## config.mk

```make
export PLATFORM = sky130hd
export DESIGN_NAME = expmu_scheduler
export DESIGN_NICKNAME = d
export VERILOG_FILES = /design/src/rtl/expmu_scheduler.sv
export SDC_FILE = /design/constraint.sdc
export NUM_CORES = 1
export LEC_CHECK = 0
export CAP_MARGIN = 20
export CELL_PAD_IN_SITES_DETAIL_PLACEMENT = 0
export CELL_PAD_IN_SITES_GLOBAL_PLACEMENT = 2
export CORE_MARGIN = 2
export CORE_UTILIZATION = 26
export CTS_CLUSTER_DIAMETER = 200
export DETAILED_ROUTE_END_ITERATION = 8
export GPL_TIMING_DRIVEN = 0
export PLACE_DENSITY_LB_ADDON = 0.1
export RECOVER_POWER = 25
export SYNTH_ARGS = -nofsm -noshare
export SYNTH_HDL_FRONTEND = slang
export SYNTH_SLANG_ARGS = --single-unit
```

## constraint.sdc

```tcl
create_clock -name CLK -period 5.2 [get_ports CLK]
set_input_delay 1.04 -clock CLK [delete_from_list [all_inputs] [get_ports CLK]]
set_output_delay 1.04 -clock CLK [all_outputs]
set_load 0.03 [all_outputs]
```

## src/rtl/expmu_scheduler.sv

```systemverilog
// expmu_scheduler: round-robin arbiter that shares one S0*exp(t*mu) curve
// engine between NREQ requesters. Latches the winner's operands, pulses the
// engine start, forwards streamed samples into a banked curve RAM and returns
// a per-requester ack with an error flag (bad sample count or timeout).
//
// Optional feature: define EXPMU_SCHED_TIMEOUT_EN to enable a RUN-cycle
// watchdog. On expiry the run is acked with oErr=1 and the scheduler enters
// FLUSH so the still-running engine is drained before the next grant.
module expmu_scheduler #(
    parameter int NREQ      = 4,
    parameter int LOG_NREQ  = 2,
    parameter int LOGT      = 9,
    parameter int T_MAX     = 511,
    parameter int FLUSH_CYC = 16,
    parameter int TIMEOUT   = 1023
) (
    input  logic                     CLK,
    input  logic                     RST,
    input  logic [NREQ-1:0]          iReq,
    input  logic [NREQ*18-1:0]       iMu,
    input  logic [NREQ*18-1:0]       iS,
    output logic [NREQ-1:0]          oGrant,
    output logic [NREQ-1:0]          oAck,
    output logic                     oErr,
    output logic                     oBusy,
    output logic                     oEngStart,
    output logic [17:0]              oEngMu,
    output logic [17:0]              oEngS,
    input  logic [17:0]              iEngData,
    input  logic [LOGT-1:0]          iEngAddr,
    input  logic                     iEngValid,
    input  logic                     iEngDone,
    output logic                     oWrEn,
    output logic [LOG_NREQ+LOGT-1:0] oWrAddr,
    output logic [17:0]              oWrData
);

    localparam int CNT_W   = LOGT + 1;
    localparam int QUIET_W = $clog2(FLUSH_CYC + 1);

    localparam logic [CNT_W-1:0]   CNT_MAX   = {CNT_W{1'b1}};
    localparam logic [CNT_W-1:0]   FULL_CNT  = CNT_W'(T_MAX + 1);
    localparam logic [QUIET_W-1:0] FLUSH_END = QUIET_W'(FLUSH_CYC);
    localparam logic [NREQ-1:0]    ONE_HOT0  = NREQ'(1);
    localparam logic [LOG_NREQ-1:0] LAST_RST = LOG_NREQ'(NREQ - 1);

`ifdef EXPMU_SCHED_TIMEOUT_EN
    localparam int RUN_W = $clog2(TIMEOUT + 1);
    localparam logic [RUN_W-1:0] RUN_END = RUN_W'(TIMEOUT);
`endif

    typedef enum logic [2:0] {
        ST_FLUSH = 3'd0,
        ST_IDLE  = 3'd1,
        ST_START = 3'd2,
        ST_RUN   = 3'd3,
        ST_FIN   = 3'd4
    } state_t;

    state_t                     state_r;
    logic [QUIET_W-1:0]         quiet_r;
    logic [LOG_NREQ-1:0]        last_r;
    logic [LOG_NREQ-1:0]        win_r;
    logic [CNT_W-1:0]           cnt_r;
    logic [NREQ-1:0]            grant_r;
    logic [NREQ-1:0]            ack_r;
    logic                       err_r;
    logic                       busy_r;
    logic                       start_r;
    logic [17:0]                mu_r;
    logic [17:0]                s_r;
    logic                       wr_en_r;
    logic [LOG_NREQ+LOGT-1:0]   wr_addr_r;
    logic [17:0]                wr_data_r;
`ifdef EXPMU_SCHED_TIMEOUT_EN
    logic [RUN_W-1:0]           run_cnt_r;
`endif

    logic                       pick_found_s;
    logic [LOG_NREQ-1:0]        pick_idx_s;
    logic [17:0]                mu_sel_s;
    logic [17:0]                s_sel_s;
    logic [CNT_W-1:0]           cnt_nxt_s;

    // Round-robin pick: search from (last + 1) mod NREQ, first set bit wins.
    function automatic logic [LOG_NREQ:0] rr_pick(input logic [NREQ-1:0] req,
                                                  input logic [LOG_NREQ-1:0] last);
        logic                found;
        logic [LOG_NREQ-1:0] pick;
        logic [LOG_NREQ-1:0] idx;
        int                  pos;
        found = 1'b0;
        pick  = '0;
        for (int k = 0; k < NREQ; k++) begin
            pos = (int'(last) + 1 + k) % NREQ;
            idx = LOG_NREQ'(pos);
            if (!found && req[idx]) begin
                found = 1'b1;
                pick  = idx;
            end else begin
                found = found;
            end
        end
        return {found, pick};
    endfunction

    // Arbitration result, operand slice mux and saturating sample count.
    always_comb begin
        {pick_found_s, pick_idx_s} = rr_pick(iReq, last_r);
        mu_sel_s = iMu[18*int'(pick_idx_s) +: 18];
        s_sel_s  = iS[18*int'(pick_idx_s) +: 18];
        if (iEngValid && (cnt_r != CNT_MAX)) begin
            cnt_nxt_s = cnt_r + CNT_W'(1);
        end else begin
            cnt_nxt_s = cnt_r;
        end
    end

    // Scheduler FSM with all outputs registered.
    always_ff @(posedge CLK or posedge RST) begin
        if (RST) begin
            state_r   <= ST_FLUSH;
            quiet_r   <= '0;
            last_r    <= LAST_RST;
            win_r     <= '0;
            cnt_r     <= '0;
            grant_r   <= '0;
            ack_r     <= '0;
            err_r     <= 1'b0;
            busy_r    <= 1'b0;
            start_r   <= 1'b0;
            mu_r      <= 18'd0;
            s_r       <= 18'd0;
            wr_en_r   <= 1'b0;
            wr_addr_r <= '0;
            wr_data_r <= 18'd0;
`ifdef EXPMU_SCHED_TIMEOUT_EN
            run_cnt_r <= '0;
`endif
        end else begin
            // pulse outputs default low each cycle
            start_r <= 1'b0;
            ack_r   <= '0;
            err_r   <= 1'b0;
            wr_en_r <= 1'b0;
            case (state_r)
                ST_FLUSH: begin
                    grant_r <= '0;
                    if (iEngDone) begin
                        quiet_r <= '0;
                        busy_r  <= 1'b0;
                        state_r <= ST_IDLE;
                    end else if (iEngValid) begin
                        quiet_r <= '0;
                        busy_r  <= 1'b1;
                    end else if ((quiet_r + QUIET_W'(1)) == FLUSH_END) begin
                        quiet_r <= '0;
                        busy_r  <= 1'b0;
                        state_r <= ST_IDLE;
                    end else begin
                        quiet_r <= quiet_r + QUIET_W'(1);
                        busy_r  <= 1'b1;
                    end
                end
                ST_IDLE: begin
                    if (pick_found_s) begin
                        win_r   <= pick_idx_s;
                        mu_r    <= mu_sel_s;
                        s_r     <= s_sel_s;
                        start_r <= 1'b1;
                        grant_r <= ONE_HOT0 << pick_idx_s;
                        busy_r  <= 1'b1;
                        state_r <= ST_START;
                    end else begin
                        busy_r  <= 1'b0;
                    end
                end
                ST_START: begin
                    cnt_r   <= '0;
`ifdef EXPMU_SCHED_TIMEOUT_EN
                    run_cnt_r <= '0;
`endif
                    busy_r  <= 1'b1;
                    state_r <= ST_RUN;
                end
                ST_RUN: begin
                    busy_r <= 1'b1;
                    cnt_r  <= cnt_nxt_s;
                    if (iEngValid) begin
                        wr_en_r   <= 1'b1;
                        wr_addr_r <= {win_r, iEngAddr};
                        wr_data_r <= iEngData;
                    end else begin
                        wr_en_r   <= 1'b0;
                    end
                    if (iEngDone) begin
                        ack_r   <= ONE_HOT0 << win_r;
                        err_r   <= (cnt_nxt_s != FULL_CNT);
                        state_r <= ST_FIN;
`ifdef EXPMU_SCHED_TIMEOUT_EN
                    end else if ((run_cnt_r + RUN_W'(1)) == RUN_END) begin
                        // engine is presumed hung: ack with error, then drain it
                        ack_r   <= ONE_HOT0 << win_r;
                        err_r   <= 1'b1;
                        last_r  <= win_r;
                        quiet_r <= '0;
                        state_r <= ST_FLUSH;
                    end else begin
                        run_cnt_r <= run_cnt_r + RUN_W'(1);
`else
                    end else begin
                        state_r <= ST_RUN;
`endif
                    end
                end
                ST_FIN: begin
                    last_r  <= win_r;
                    grant_r <= '0;
                    busy_r  <= 1'b0;
                    state_r <= ST_IDLE;
                end
                default: begin
                    grant_r <= '0;
                    quiet_r <= '0;
                    busy_r  <= 1'b1;
                    state_r <= ST_FLUSH;
                end
            endcase
        end
    end

    assign oGrant    = grant_r;
    assign oAck      = ack_r;
    assign oErr      = err_r;
    assign oBusy     = busy_r;
    assign oEngStart = start_r;
    assign oEngMu    = mu_r;
    assign oEngS     = s_r;
    assign oWrEn     = wr_en_r;
    assign oWrAddr   = wr_addr_r;
    assign oWrData   = wr_data_r;

endmodule
```

### Word level (Yosys, flattened, before mapping)

Cells that the tools add are included.

* register bits: 99
* input bits: 179
* logic and storage cells: 98

* $add $sub $neg: 6
* multiply operators: 1
* $lt $le $gt $ge: 4
* equality and inequality tests: 10
* shift operators: 4
* muxes and demuxes: 42
* bitwise gates (word level): 1
* reductions and logical operators: 15

Operators with widths (number)
* $shiftx 72x32->18: 1
* $shiftx 72x8->18: 1
* $ne 10x10->1 const B: 2
* $pmux 10 s2: 1
* $mux 1: 17
* $mux 3: 5
* $mux 5: 3
* $pmux 3 s5: 1
* $lt 2x3->1 const B: 4
* $mux 4: 3
* $add 10x1->10 const B: 1
* $mux 10: 1
* $pmux 5 s2: 1
* $bmux 1 s2: 4
* $mux 2: 4
* $pmux 4 s2: 1
* $shl 1x2->4 const A: 2
* $add 2x2->2 const B: 3
* $eq 3x2->1 const B: 2
* $mul 4x2->6 const A: 1
* $ne 3x3->1 const B: 2
* $reduce_and 2->1: 3
* $add 5x1->5 const B: 1
* $eq 5x5->1 const B: 1
* 13 further kinds: 18

### Logic depth before layout (Yosys ltp)

Gate-level depths: netlist of run 1.

* depth in word-level cells: 16
* mapped depth: 9
* depth with buffers taken out: 6

### Least setup slack after synthesis of run 1

Ideal clock, no wire load.

* path type: input -> register
* start point: input port iReq[2]
* end point: register mu_r[0], in the netlist oEngMu[0]
* library setup time: 127 ps
* arrival: 2294 ps
* slack: 2779 ps
* stages on the path: 9
* path buffers: 4
* path through: nand2b_1 a21o_1 buf_6 and3_4 buf_6 buf_6 buf_6 a211oi_2 o31ai_2

* longest elaborated chain between the ends: 14
* elaborated cells on any way between the ends: 25
* classes of those cells: 1 x mul; 1 x shift; 16 x mux; 7 x reduce/logical

Ends and longest elaborated chain
* from (decl): RTL line 19 `input logic [NREQ-1:0] iReq,`
* $bmux 1 s2: RTL line 97 `if (!found && req[idx]) begin`
* $mux 1 (not written as such): RTL line 97
* $mux 1: RTL line 97
* $logic_not 1->1: RTL line 97
* $logic_and 1x1->1: RTL line 97
* $mux 1: RTL line 97
* $logic_not 1->1: RTL line 97
* $logic_and 1x1->1: RTL line 97
* $mux 1: RTL line 97
* $logic_not 1->1: RTL line 97
* $logic_and 1x1->1: RTL line 97
* $mux 2: RTL line 97
* $mul 4x2->6: RTL line 110 `mu_sel_s = iMu[18*int'(pick_idx_s) +: 18];`
* $shiftx 72x32->18: RTL line 110
* to (signal assigned): RTL line 168 `mu_r <= mu_sel_s;`
* to (decl): RTL line 70 `logic [17:0] mu_r;`

Several ways; a longest one is shown, not always the timed one. The select of a mux whose other input is x is not followed.
A chain may end at the register's enable or synchronous reset.

### Worst setup path after layout of run 1

* start point: input port iReq[3]
* end point: register s_r[9], in the netlist oEngS[9]

* longest elaborated chain between the ends: 14
* elaborated cells on any way between the ends: 25
* classes of those cells: 1 x mul; 1 x shift; 16 x mux; 7 x reduce/logical

Ends and longest elaborated chain
* $bmux 1 s2: RTL line 97
* $mux 1 (not written as such): RTL line 97
* $mux 1: RTL line 97
* $logic_not 1->1: RTL line 97
* $logic_and 1x1->1: RTL line 97
* $mux 1: RTL line 97
* $logic_not 1->1: RTL line 97
* $logic_and 1x1->1: RTL line 97
* $mux 1: RTL line 97
* $logic_not 1->1: RTL line 97
* $logic_and 1x1->1: RTL line 97
* $mux 2: RTL line 97
* $mul 4x2->6: RTL line 111 `s_sel_s = iS[18*int'(pick_idx_s) +: 18];`
* $shiftx 72x8->18: RTL line 111
* to (signal assigned): RTL line 169 `s_r <= s_sel_s;`
* to (decl): RTL line 71 `logic [17:0] s_r;`

Several ways; a longest one is shown, not always the timed one. The select of a mux whose other input is x is not followed.

==> results of run 1 <==
## worst paths after layout
path / from / endpoint / slack, ns / cells past startpoint
min in group asynchronous: RST / oWrData[13]$_DFFE_PP0P_ / 1.64 / 2
max: iReq[3] / oEngS[9]$_DFFE_PP0P_ / 2.24 / 7
min reg2reg: oEngMu[12]$_DFFE_PP0P_ / oEngMu[12]$_DFFE_PP0P_ / 0.48 / 2
min: oEngMu[12]$_DFFE_PP0P_ / oEngMu[12]$_DFFE_PP0P_ / 0.48 / 2
max reg2reg: last_r[0]$_DFFE_PP1P_ / oEngMu[11]$_DFFE_PP0P_ / 2.94 / 6
max in group asynchronous: RST / last_r[0]$_DFFE_PP1P_ / 2.52 / 3
## final cells by class
| cell class | instances | area, um2 | share of cell area (%) |
|---|---|---|---|
| plain buffers | 60 | 310 | 3.38 |
| repair buffers | 255 | 2570 | 28.0 |
| inverters | 81 | 305 | 3.33 |
| well taps | 285 | 357 | 3.89 |
| flip-flops and latches | 99 | 2480 | 27.0 |
| multi-input cells | 404 | 2840 | 31.0 |
| clock inverters | 7 | 88.8 | 0.968 |
| clock buffers | 9 | 225 | 2.45 |
## state kept, by name, indices dropped and copies added, names as in the netlist, 4 cells and up
signal   cells
oEngMu      18
oEngS       18
oWrData     18
oWrAddr     11
cnt_r       10
quiet_r      5
oAck         4
oGrant       4
## report_power, final
part | switching [mW] | total (mW) | internal, mW | leakage, nW
registers | 0.215 | 1.33 | 1.12 | 1.23
clock network | 0.359 | 0.707 | 0.348 | 0.153
logic | 1.74 | 2.99 | 1.25 | 2.39
total | 2.32 | 5.03 | 2.71 | 3.77
## cell usage in the layout (no fill, tap or decap), drive strengths merged, types with 5 or more instances in the layout
master / count
a211oi: 74
a21o: 5
a21oi: 14
a31oi: 76
buf: 27
clkbuf: 43
clkdlybuf4s50: 252
dfrtp: 97
inv: 84
mux2: 32
nand2: 59
nand2b: 6
nand3: 8
nor2: 18
nor3: 7
o21ai: 19
o31ai: 43
## stage by stage
step / cells / power, mW / area, um2 / setup slack, ns
global placement: 1183 / 4.31 / 8840 / -0.163
finish: 1200 / 5.03 / 9180 / 2.24
CTS: 1200 / 5.09 / 9180 / 2.21
floorplan: 644 / 3.18 / 5940 / 1.57
global route: 1200 / 5.37 / 9180 / 2.09
detailed placement: 1184 / 4.37 / 8870 / 1.80
## worst reg2reg max path, stage by stage (launching register included)
cell and delay, ns:
dfstp_2 0.54, and2b_4 0.19, o21ai_4 0.39, clkbuf_1 0.48, a31oi_1 0.16, a211oi_1 0.28, o31ai_1 0.10
## synth_stat cells, types with 3 or more instances
| cell type | instances |
|---|---|
| a211oi_1 | 49 |
| buf_6 | 7 |
| clkbuf_1 | 31 |
| a22o_1 | 3 |
| nor3_1 | 7 |
| nor2b_1 | 3 |
| nand4_1 | 3 |
| buf_4 | 3 |
| a31oi_1 | 76 |
| o31ai_1 | 38 |
| dfrtp_1 | 97 |
| mux2_2 | 32 |
| a211oi_2 | 25 |
| buf_2 | 18 |
| nand2_1 | 59 |
| nor3b_1 | 3 |
| xnor2_1 | 3 |
| o21ai_0 | 16 |
| a21oi_1 | 14 |
| inv_1 | 80 |
| a21o_1 | 5 |
| nand2b_1 | 6 |
| nand3_1 | 8 |
| nor2_1 | 18 |
| o31ai_2 | 4 |
| nor4_1 | 3 |
## kinds of logic (layout without fill, tap and decap cells)
| kind of cell | after synthesis | in the layout |
|---|---|---|
| adder cells (fa/ha/maj) | 2 | 2 |
| XOR/XNOR | 3 | 3 |
| AO/OA/AOI/OAI | 244 | 244 |
| multiplexers | 32 | 32 |
| flip-flops | 99 | 99 |
| buffers and inverters | 141 | 412 |
| AND/OR/NAND/NOR | 123 | 123 |
## metal layers
metal / share of wire, % / GRT usage (%) / vias up
met2: 49 / 31.2 / 227
met1: 41 / 21.2 / 2847
li1: - / - / 2890
met3: 7.6 / 4.68 / 28
met5: 0 / 0 / -
met4: 2.3 / 6.13 / 0
==> impl_metrics.csv, run 1 <==
group,metric,value,unit
run_status,status,"finished with violations",
run_status,failed_checks,"capacitance limit, slew limit",
synthesis,synth_ff_type,"dfrtp_1",
sta,maxSlewHeadroom,-33.5,%
finish,layout.nets,1091,
global_routing,grt_usage,17.8,%
detailed_routing,via_per_inst,4.99,
floorplanning,die_w,155,um
clock_tree,cts_sinks,99,
sta,rsz0062_at_grt,"no",
synthesis,synthXorXnorAreaFrac,0.442,%
finish,layout-drive-gt1-share,12.8,%
global_routing,grt_max_degree,60,
floorplanning,die_y,155,um
clock_tree,path_clk_slew,0.09,ns
critical_path,worstSetupPathType,"primary input to flip-flop",
synthesis,synth_area,5940,um2
finish,diodes,0,
finish,utilization,40.8,%
detailed_routing,first_iter_violations,326,
critical_path,critPathMaxStageDelay,0.58,ns
clock_tree,cts_resized,0,
detailed_routing,vias,5992,
clock_tree,htreeDepth,3,
place,hpwl,16.9,mm
floorplanning,std_cell_rows,55,
synthesis,yosys.area_share.simple,9.88,%
place,routabilityCongestion,0.833,
detailed_routing,drt_wl_total,21.8,mm
clock_tree,clockRootBuffer,"clkbuf_16",
global_routing,grt_pass1_wl,33.7,mm
synthesis,ys_warn_count,0,
finish,fillerInstances,2262,
run,cap_violations,1,
power,p_leak,3.77,nW
critical_path,cp_slowest_cell,"or4_4",
power,ir_drop,205,uV
clock_tree,cts.path.max_buffers,2,
synthesis,synth_edf_count,0,
critical_path,cp_num_buf_inv,3,
synthesis,synth_top_family_by_area,"compound AO/OA/AOI/OAI gates",
synthesis,syn_nets,825,
synthesis,ys_types,53,
synthesis,synth.largest_area_cell,"dfrtp_1",
synthesis,synth-seq-cells,99,
sta,final-setup-viol-count,0,
sta,period_minus_slack,2.96,ns
sta,fmax,338,MHz
synthesis,syn_avg_cell_area,9.22,um2
sta,timing.final.crit_share,56.9,%
clock_tree,cts_tree,"yes",
sta,finalSetupTns,0,ns
synthesis,muxShareOfSynthArea,6.07,%
sta,whs,0.477,ns
synthesis,netlist_top_cells_area,"dfrtp_1 41%, a31oi_1 8.0%, a211oi_1 6.2%",
floorplanning,die_area,24100,um2
synthesis,synthCells,644,
clock_tree,hold_buffers,0,
detailed_routing,drc_errors,0,
clock_tree,numCtsBuffers,9,
floorplanning,core-area,22500,um2
synthesis,seq_area_frac_synth,41.8,%
finish,area_growth,54.6,%
clock_tree,clkLatencyLatePin,0.36,ns
critical_path,worstPathArrival,3.18,ns
floorplanning,design.portCount,256,
critical_path,crit_path_cell_trace,"clkdlybuf4s50_1 -> or4_4 -> nand3b_1 -> or2_1 -> buf_4 -> clkbuf_1 -> o31ai_1",
sta,tightest_slew,1.99,ns
clock_tree,cts_setup_buffers,0,
global_routing,gr-total-overflow,0,
place,port_buffers,254,
global_routing,grt_pass1_vias,6266,
critical_path,worst_setup_path_start_kind,"primary input",
critical_path,cpLargestDelayFamily,"buffers and inverters",
critical_path,path_max_fanout,10,
global_routing,grt_antenna_before_repair,0,
power,power.density,548,nW/um2
sta,drv_slew,41,
min_path,hold_path_class,"flip-flop to flip-flop",
synthesis,synth_adder_area_share,0.421,%
synthesis,async_flop_share,100,%
synthesis,synth_compound_area_share,31.0,%
detailed_routing,ant_nets,0,
detailed_routing,dr.pass1.iters,5,
detailed_routing,wire_per_inst,18.2,um
sta,skew,0.0177,ns
sta,hold_viol_final,0,
floorplanning,initial_core_util,26.4,%
critical_path,end_kind,"flip-flop",
critical_path,worstPathRequired,5.42,ns
synthesis,synth_top_area_share,40.9,%
Power figures use the tool's default switching activity.
==> inputs of run 2 (changes only) <==
CORE_UTILIZATION = 22   (was 26)
clock period = 2.6 ns   (was 5.2 ns; I/O delays follow)
==> run 2 against run 1 <==
Effect of this change: critical path type unchanged; sequential share of layout area shrank 0.36 points; routed wire length is 8.0% higher; clock-buffer cell count is the same; the run still ends with capacitance limit, slew limit left; worst hold slack better by 0.0062 ns.
==> impl_metrics.csv, run 2 (synthesis gave the netlist of run 1 again) <==
group,metric,value,unit
finish,final_cell_area,9300,um2
finish,final_cells,1261,
clock_tree,cts.path.max_buffers,2,
critical_path,worst_setup_path_start_kind,"primary input",
critical_path,r2r-end,"oErr$_DFF_PP0_",
sta,fin_ws,0.191,ns
global_routing,grt_antenna_before_repair,1,
floorplanning,die_y,168,um
global_routing,grt_pass1_vias,6400,
critical_path,worstPathRequired,2.87,ns
floorplanning,std_cell_rows,60,
sta,skew,0.0123,ns
finish,layout.nets,1095,
min_path,hold_path_class,"flip-flop to flip-flop",
detailed_routing,dr.pass1.iters,4,
critical_path,cpLargestDelayFamily,"buffers and inverters",
floorplanning,die_area,28300,um2
clock_tree,cts_tree,"yes",
global_routing,gr-total-overflow,0,
min_path,hp-start,"oGrant[3]$_DFFE_PP0P_",
sta,rsz0062_at_grt,"no",
place,hpwl,18.5,mm
run,cap_violations,1,
power,power_switching,4.71,mW
power,p_total,10.2,mW
power,ir_drop,420,uV
clock_tree,hold_buffers,0,
power,pwr-share-clk,14.2,%
clock_tree,clockRootBuffer,"clkbuf_16",
floorplanning,core-area,26700,um2
finish,layout-drive-gt1-share,13.7,%
global_routing,grt_pass1_wl,36.1,mm
min_path,min_to,"oGrant[3]$_DFFE_PP0P_",
place,placed_area,8950,um2
finish,utilization,34.8,%
power,power.density,1090,nW/um2
critical_path,crit_path_cell_trace,"clkdlybuf4s50_1 -> or4_4 -> nand3b_1 -> or2_1 -> buf_4 -> buf_6 -> buf_4 -> nand2_1 -> o31ai_1",
sta,finalSetupTns,0,ns
sta,maxSlewHeadroom,-11.2,%
critical_path,cp_slowest_cell,"or4_4",
finish,area_growth,56.6,%
detailed_routing,wl_met1,9.93,mm
critical_path,critPathMaxStageDelay,0.60,ns
sta,period_minus_slack,2.41,ns
critical_path,r2r_cells,6,
critical_path,end_kind,"flip-flop",
detailed_routing,drc_errors,0,
clock_tree,htreeDepth,3,
detailed_routing,dr_wl_met2,11.4,mm
clock_tree,clkLatencyLatePin,0.36,ns
sta,hold_viol_final,0,
floorplanning,die_w,168,um
min_path,worstHoldPathCells,1,
finish,layout_common_cells,"253 x clkdlybuf4s50_1, 97 x dfrtp_1, 79 x inv_1, 76 x a31oi_1, 59 x nand2_1",
critical_path,cp_num_buf_inv,4,
power,p_seq_share,26.4,%
detailed_routing,drt_wl_total,23.6,mm
clock_tree,cts_sinks,99,
critical_path,worstSetupPathType,"primary input to flip-flop",
global_routing,grt_max_degree,41,
place,dpl_worst_slack,-0.333,ns
critical_path,path_max_fanout,16,
sta,drv_slew,30,
place,port_buffers,254,
run_status,failed_checks,"capacitance limit, slew limit",
power,intPower,5.44,mW
detailed_routing,wl_met3,1.83,mm
sta,whs,0.484,ns
sta,fmax,415,MHz
detailed_routing,highest_layer,"met4",
clock_tree,path_clk_slew,0.09,ns
place,placed_cells,1241,
finish,layout_commonest_cell,"clkdlybuf4s50_1",
clock_tree,numCtsBuffers,9,
place,routabilityCongestion,0.820,
power,switching_share,46.4,%
detailed_routing,first_iter_violations,317,
sta,final-setup-viol-count,0,
sta,tightest_slew,1.66,ns
sta,timing.final.crit_share,92.6,%
run_status,status,"finished with violations",
detailed_routing,vias,6081,
detailed_routing,ant_nets,0,
detailed_routing,wire_per_inst,18.7,um
power,combPwrFrac,59.4,%
power,p_leak,3.81,nW
floorplanning,initial_core_util,22.2,%
critical_path,rr_startpoint,"cnt_r[0]$_DFFE_PP0N_",
critical_path,ff2ff_setup_slack,0.45,ns
critical_path,worstPathArrival,2.68,ns
global_routing,grt_usage,16.4,%
detailed_routing,via_per_inst,4.82,
floorplanning,design.portCount,256,
critical_path,critPathMostFrequentCell,"buf_4",
-- run 2: final cells by class --
class                           count  area, um2
Sequential cell                    99       2480
Antenna cell                        1       2.50
Multi-Input combinational cell    404       2850
Fill cell                        2791      17400
Clock inverter                      7       88.8
Clock buffer                        9        225
Inverter                           81        305
Buffer                             59        312
Tap cell                          341        427
Timing Repair Buffer              260       2610
-- run 2: worst max-delay path by stage --
stage / start / end / cells past startpoint
final: iReq[3] / oEngS[2]$_DFFE_PP0P_ / 9
after global routing: iReq[3] / oEngS[6]$_DFFE_PP0P_ / 8
after CTS: iReq[3] / oEngMu[12]$_DFFE_PP0P_ / 6
after detailed placement: iReq[3] / oEngMu[12]$_DFFE_PP0P_ / 6
after global placement: RST / oEngMu[9]$_DFFE_PP0P_ / 2
after floorplan: iReq[2] / oEngMu[0]$_DFFE_PP0P_ / 9
-- run 2: power groups by stage --
stage	logic, mW	clock network, mW	registers (mW)
floorplan	2.63	0	3.73
global placement	6.02	0	2.70
detailed placement	6.09	0	2.71
CTS	6.10	1.49	2.69
global route	6.52	1.56	2.77
finish	6.04	1.44	2.68
-- run 2: routing by layer --
metal	track usage, %	vias up
met5	0	-
met4	4.46	0
met3	4.94	22
met2	28.5	246
met1	19.8	2922
li1	-	2891
-- run 2: what timing repair did --
item / 4_1_cts / 5_1_grt
resized for setup: 0 / 5
setup buffers: 0 / 4
endpoints found under the setup margin: 0 / 7
endpoints found under the hold margin: 0 / 0
==> inputs of run 3 (changes only) <==
PLACE_DENSITY = 0.88   (was default)
PLACE_DENSITY_LB_ADDON = default   (was 0.1)
SKIP_CTS_REPAIR_TIMING = 1   (was default)
==> run 3 against run 2 <==
Effect of this change: the run now ends clean; clock power shrank 3%; die area is the same; cell area shrank 0.69%; critical endpoint is now oEngS[10]$_DFFE_PP0P_; clock skew shrank 0.0032 ns; via count shrank 1.2%; total power shrank 0.81%; sequential cell count is the same.
==> impl_metrics.csv, run 3 (synthesis gave the netlist of run 1 again) <==
group,metric,value,unit
critical_path,critPathMaxStageDelay,0.60,ns
detailed_routing,drt_wl_total,22.9,mm
finish,layout.nets,1091,
sta,whs,0.480,ns
sta,skew,0.00907,ns
critical_path,crit_path_cell_trace,"clkdlybuf4s50_1 -> and2b_4 -> nor2_1 -> a21oi_1 -> buf_4 -> clkbuf_1 -> a211oi_1 -> o31ai_1",
critical_path,rr_startpoint,"last_r[0]$_DFFE_PP1P_",
finish,final_cell_area,9240,um2
clock_tree,clkLatencyLatePin,0.35,ns
global_routing,grt_pass1_vias,5878,
sta,rsz0062_at_grt,"no",
sta,final-setup-viol-count,0,
finish,layout_commonest_cell,"clkdlybuf4s50_1",
detailed_routing,drc_errors,0,
power,pwr-share-clk,13.8,%
detailed_routing,via_per_inst,4.78,
critical_path,path_depth,8,
critical_path,path_max_fanout,10,
critical_path,worst_setup_path_start_kind,"primary input",
min_path,hp-start,"oEngS[3]$_DFFE_PP0P_",
global_routing,gr-total-overflow,0,
critical_path,r2r_cells,8,
floorplanning,design.portCount,256,
power,power_switching,4.65,mW
power,ir_drop,343,uV
detailed_routing,dr.pass1.iters,4,
power,p_total,10.1,mW
power,p_seq_share,26.3,%
global_routing,grt_pass1_wl,34.1,mm
power,combPwrFrac,59.9,%
sta,tightest_slew,1.31,ns
place,routabilityCongestion,0.850,
floorplanning,die_area,28300,um2
floorplanning,die_w,168,um
detailed_routing,wire_per_inst,18.3,um
floorplanning,initial_core_util,22.2,%
critical_path,cp_slowest_cell,"clkdlybuf4s50_1",
global_routing,grt_usage,15.8,%
finish,area_growth,55.6,%
floorplanning,die_y,168,um
place,hpwl,17.8,mm
clock_tree,cts.path.max_buffers,2,
power,power.density,1090,nW/um2
finish,layout-drive-gt1-share,13.3,%
floorplanning,std_cell_rows,60,
critical_path,cp_num_buf_inv,3,
sta,period_minus_slack,2.46,ns
critical_path,end_kind,"flip-flop",
detailed_routing,first_iter_violations,412,
clock_tree,htreeDepth,3,
floorplanning,core-area,26700,um2
critical_path,cpLargestDelayFamily,"buffers and inverters",
clock_tree,cts_sinks,99,
clock_tree,path_clk_slew,0.08,ns
critical_path,ff2ff_setup_slack,0.35,ns
detailed_routing,vias,6009,
critical_path,worstPathRequired,2.85,ns
global_routing,grt_max_degree,39,
place,port_buffers,254,
critical_path,worstPathArrival,2.72,ns
power,switching_share,46.1,%
global_routing,grt_antenna_before_repair,1,
run_status,status,"completed",
run,cap_violations,0,
critical_path,worstSetupPathType,"primary input to flip-flop",
clock_tree,clockRootBuffer,"clkbuf_16",
min_path,hold_path_class,"flip-flop to flip-flop",
finish,diodes,0,
critical_path,cp-endpoint,"oEngS[10]$_DFFE_PP0P_",
clock_tree,cts_tree,"yes",
clock_tree,numCtsBuffers,9,
sta,timing.final.crit_share,94.8,%
finish,layout_common_cells,"253 x clkdlybuf4s50_1, 97 x dfrtp_1, 79 x inv_1, 76 x a31oi_1, 59 x nand2_1",
sta,finalSetupTns,0,ns
power,intPower,5.42,mW
sta,maxSlewHeadroom,11.9,%
place,placed_area,8950,um2
sta,hold_viol_final,0,
sta,drv_slew,0,
critical_path,cp-startpoint,"iReq[3]",
critical_path,r2r-end,"oEngS[10]$_DFFE_PP0P_",
detailed_routing,ant_nets,0,
power,p_leak,3.77,nW
sta,fmax,406,MHz
-- run 3: worst min-delay path by stage --
| stage | end | slack, ns | cells past startpoint |
|---|---|---|---|
| floorplan | oAck[1]$_DFF_PP0_ | 0.48 | 1 |
| global placement | oEngS[3]$_DFFE_PP0P_ | 0.46 | 2 |
| detailed placement | oEngS[2]$_DFFE_PP0P_ | 0.46 | 2 |
| CTS | oEngS[3]$_DFFE_PP0P_ | 0.48 | 2 |
| global route | oEngMu[11]$_DFFE_PP0P_ | 0.50 | 2 |
| finish | oEngS[3]$_DFFE_PP0P_ | 0.48 | 2 |
-- run 3: area by class of cell --
type                            instances  area (um2)
Tap cell                              341         427
Multi-Input combinational cell        404        2850
Sequential cell                        99        2480
Clock buffer                           10         239
Inverter                               81         305
Fill cell                            2777       17500
Buffer                                 59         312
Timing Repair Buffer                  256        2570
Clock inverter                          6        56.3
-- run 3: metal layers --
layer / vias up / part of all wire, % / global-route usage, %
li1: 2885 / - / -
met1: 2863 / 42 / 19.1
met2: 239 / 49 / 27.8
met3: 20 / 7.6 / 4.35
met4: 2 / 1.4 / 4.12
met5: - / 0.035 / 0
-- run 3: power by group through the flow --
stage | Combinational [mW] | Clock (mW) | Sequential [mW]
4_1_cts | 6.10 | 1.45 | 2.66
5_1_grt | 6.50 | 1.51 | 2.75
3_3_place_gp | 6.05 | 0 | 2.67
2_1_floorplan | 2.63 | 0 | 3.73
6_report | 6.03 | 1.39 | 2.65
3_5_place_dp | 6.10 | 0 | 2.68
-- run 3: per-stage QoR --
stage	setup slack, ns	cells	util [%]
after floorplan	0.699	644	-
after global placement	-0.312	1239	33.3
after detailed placement	-0.298	1241	33.5
after CTS	0.0836	1257	34.6
after global routing	0.0167	1256	34.6
final	0.135	1256	34.6
-- run 3: worst min-delay path, cell delays in order, from the launching register on --
cell and delay (ns):
dfrtp_1 0.35, nand2_1 0.05, o31ai_1 0.05
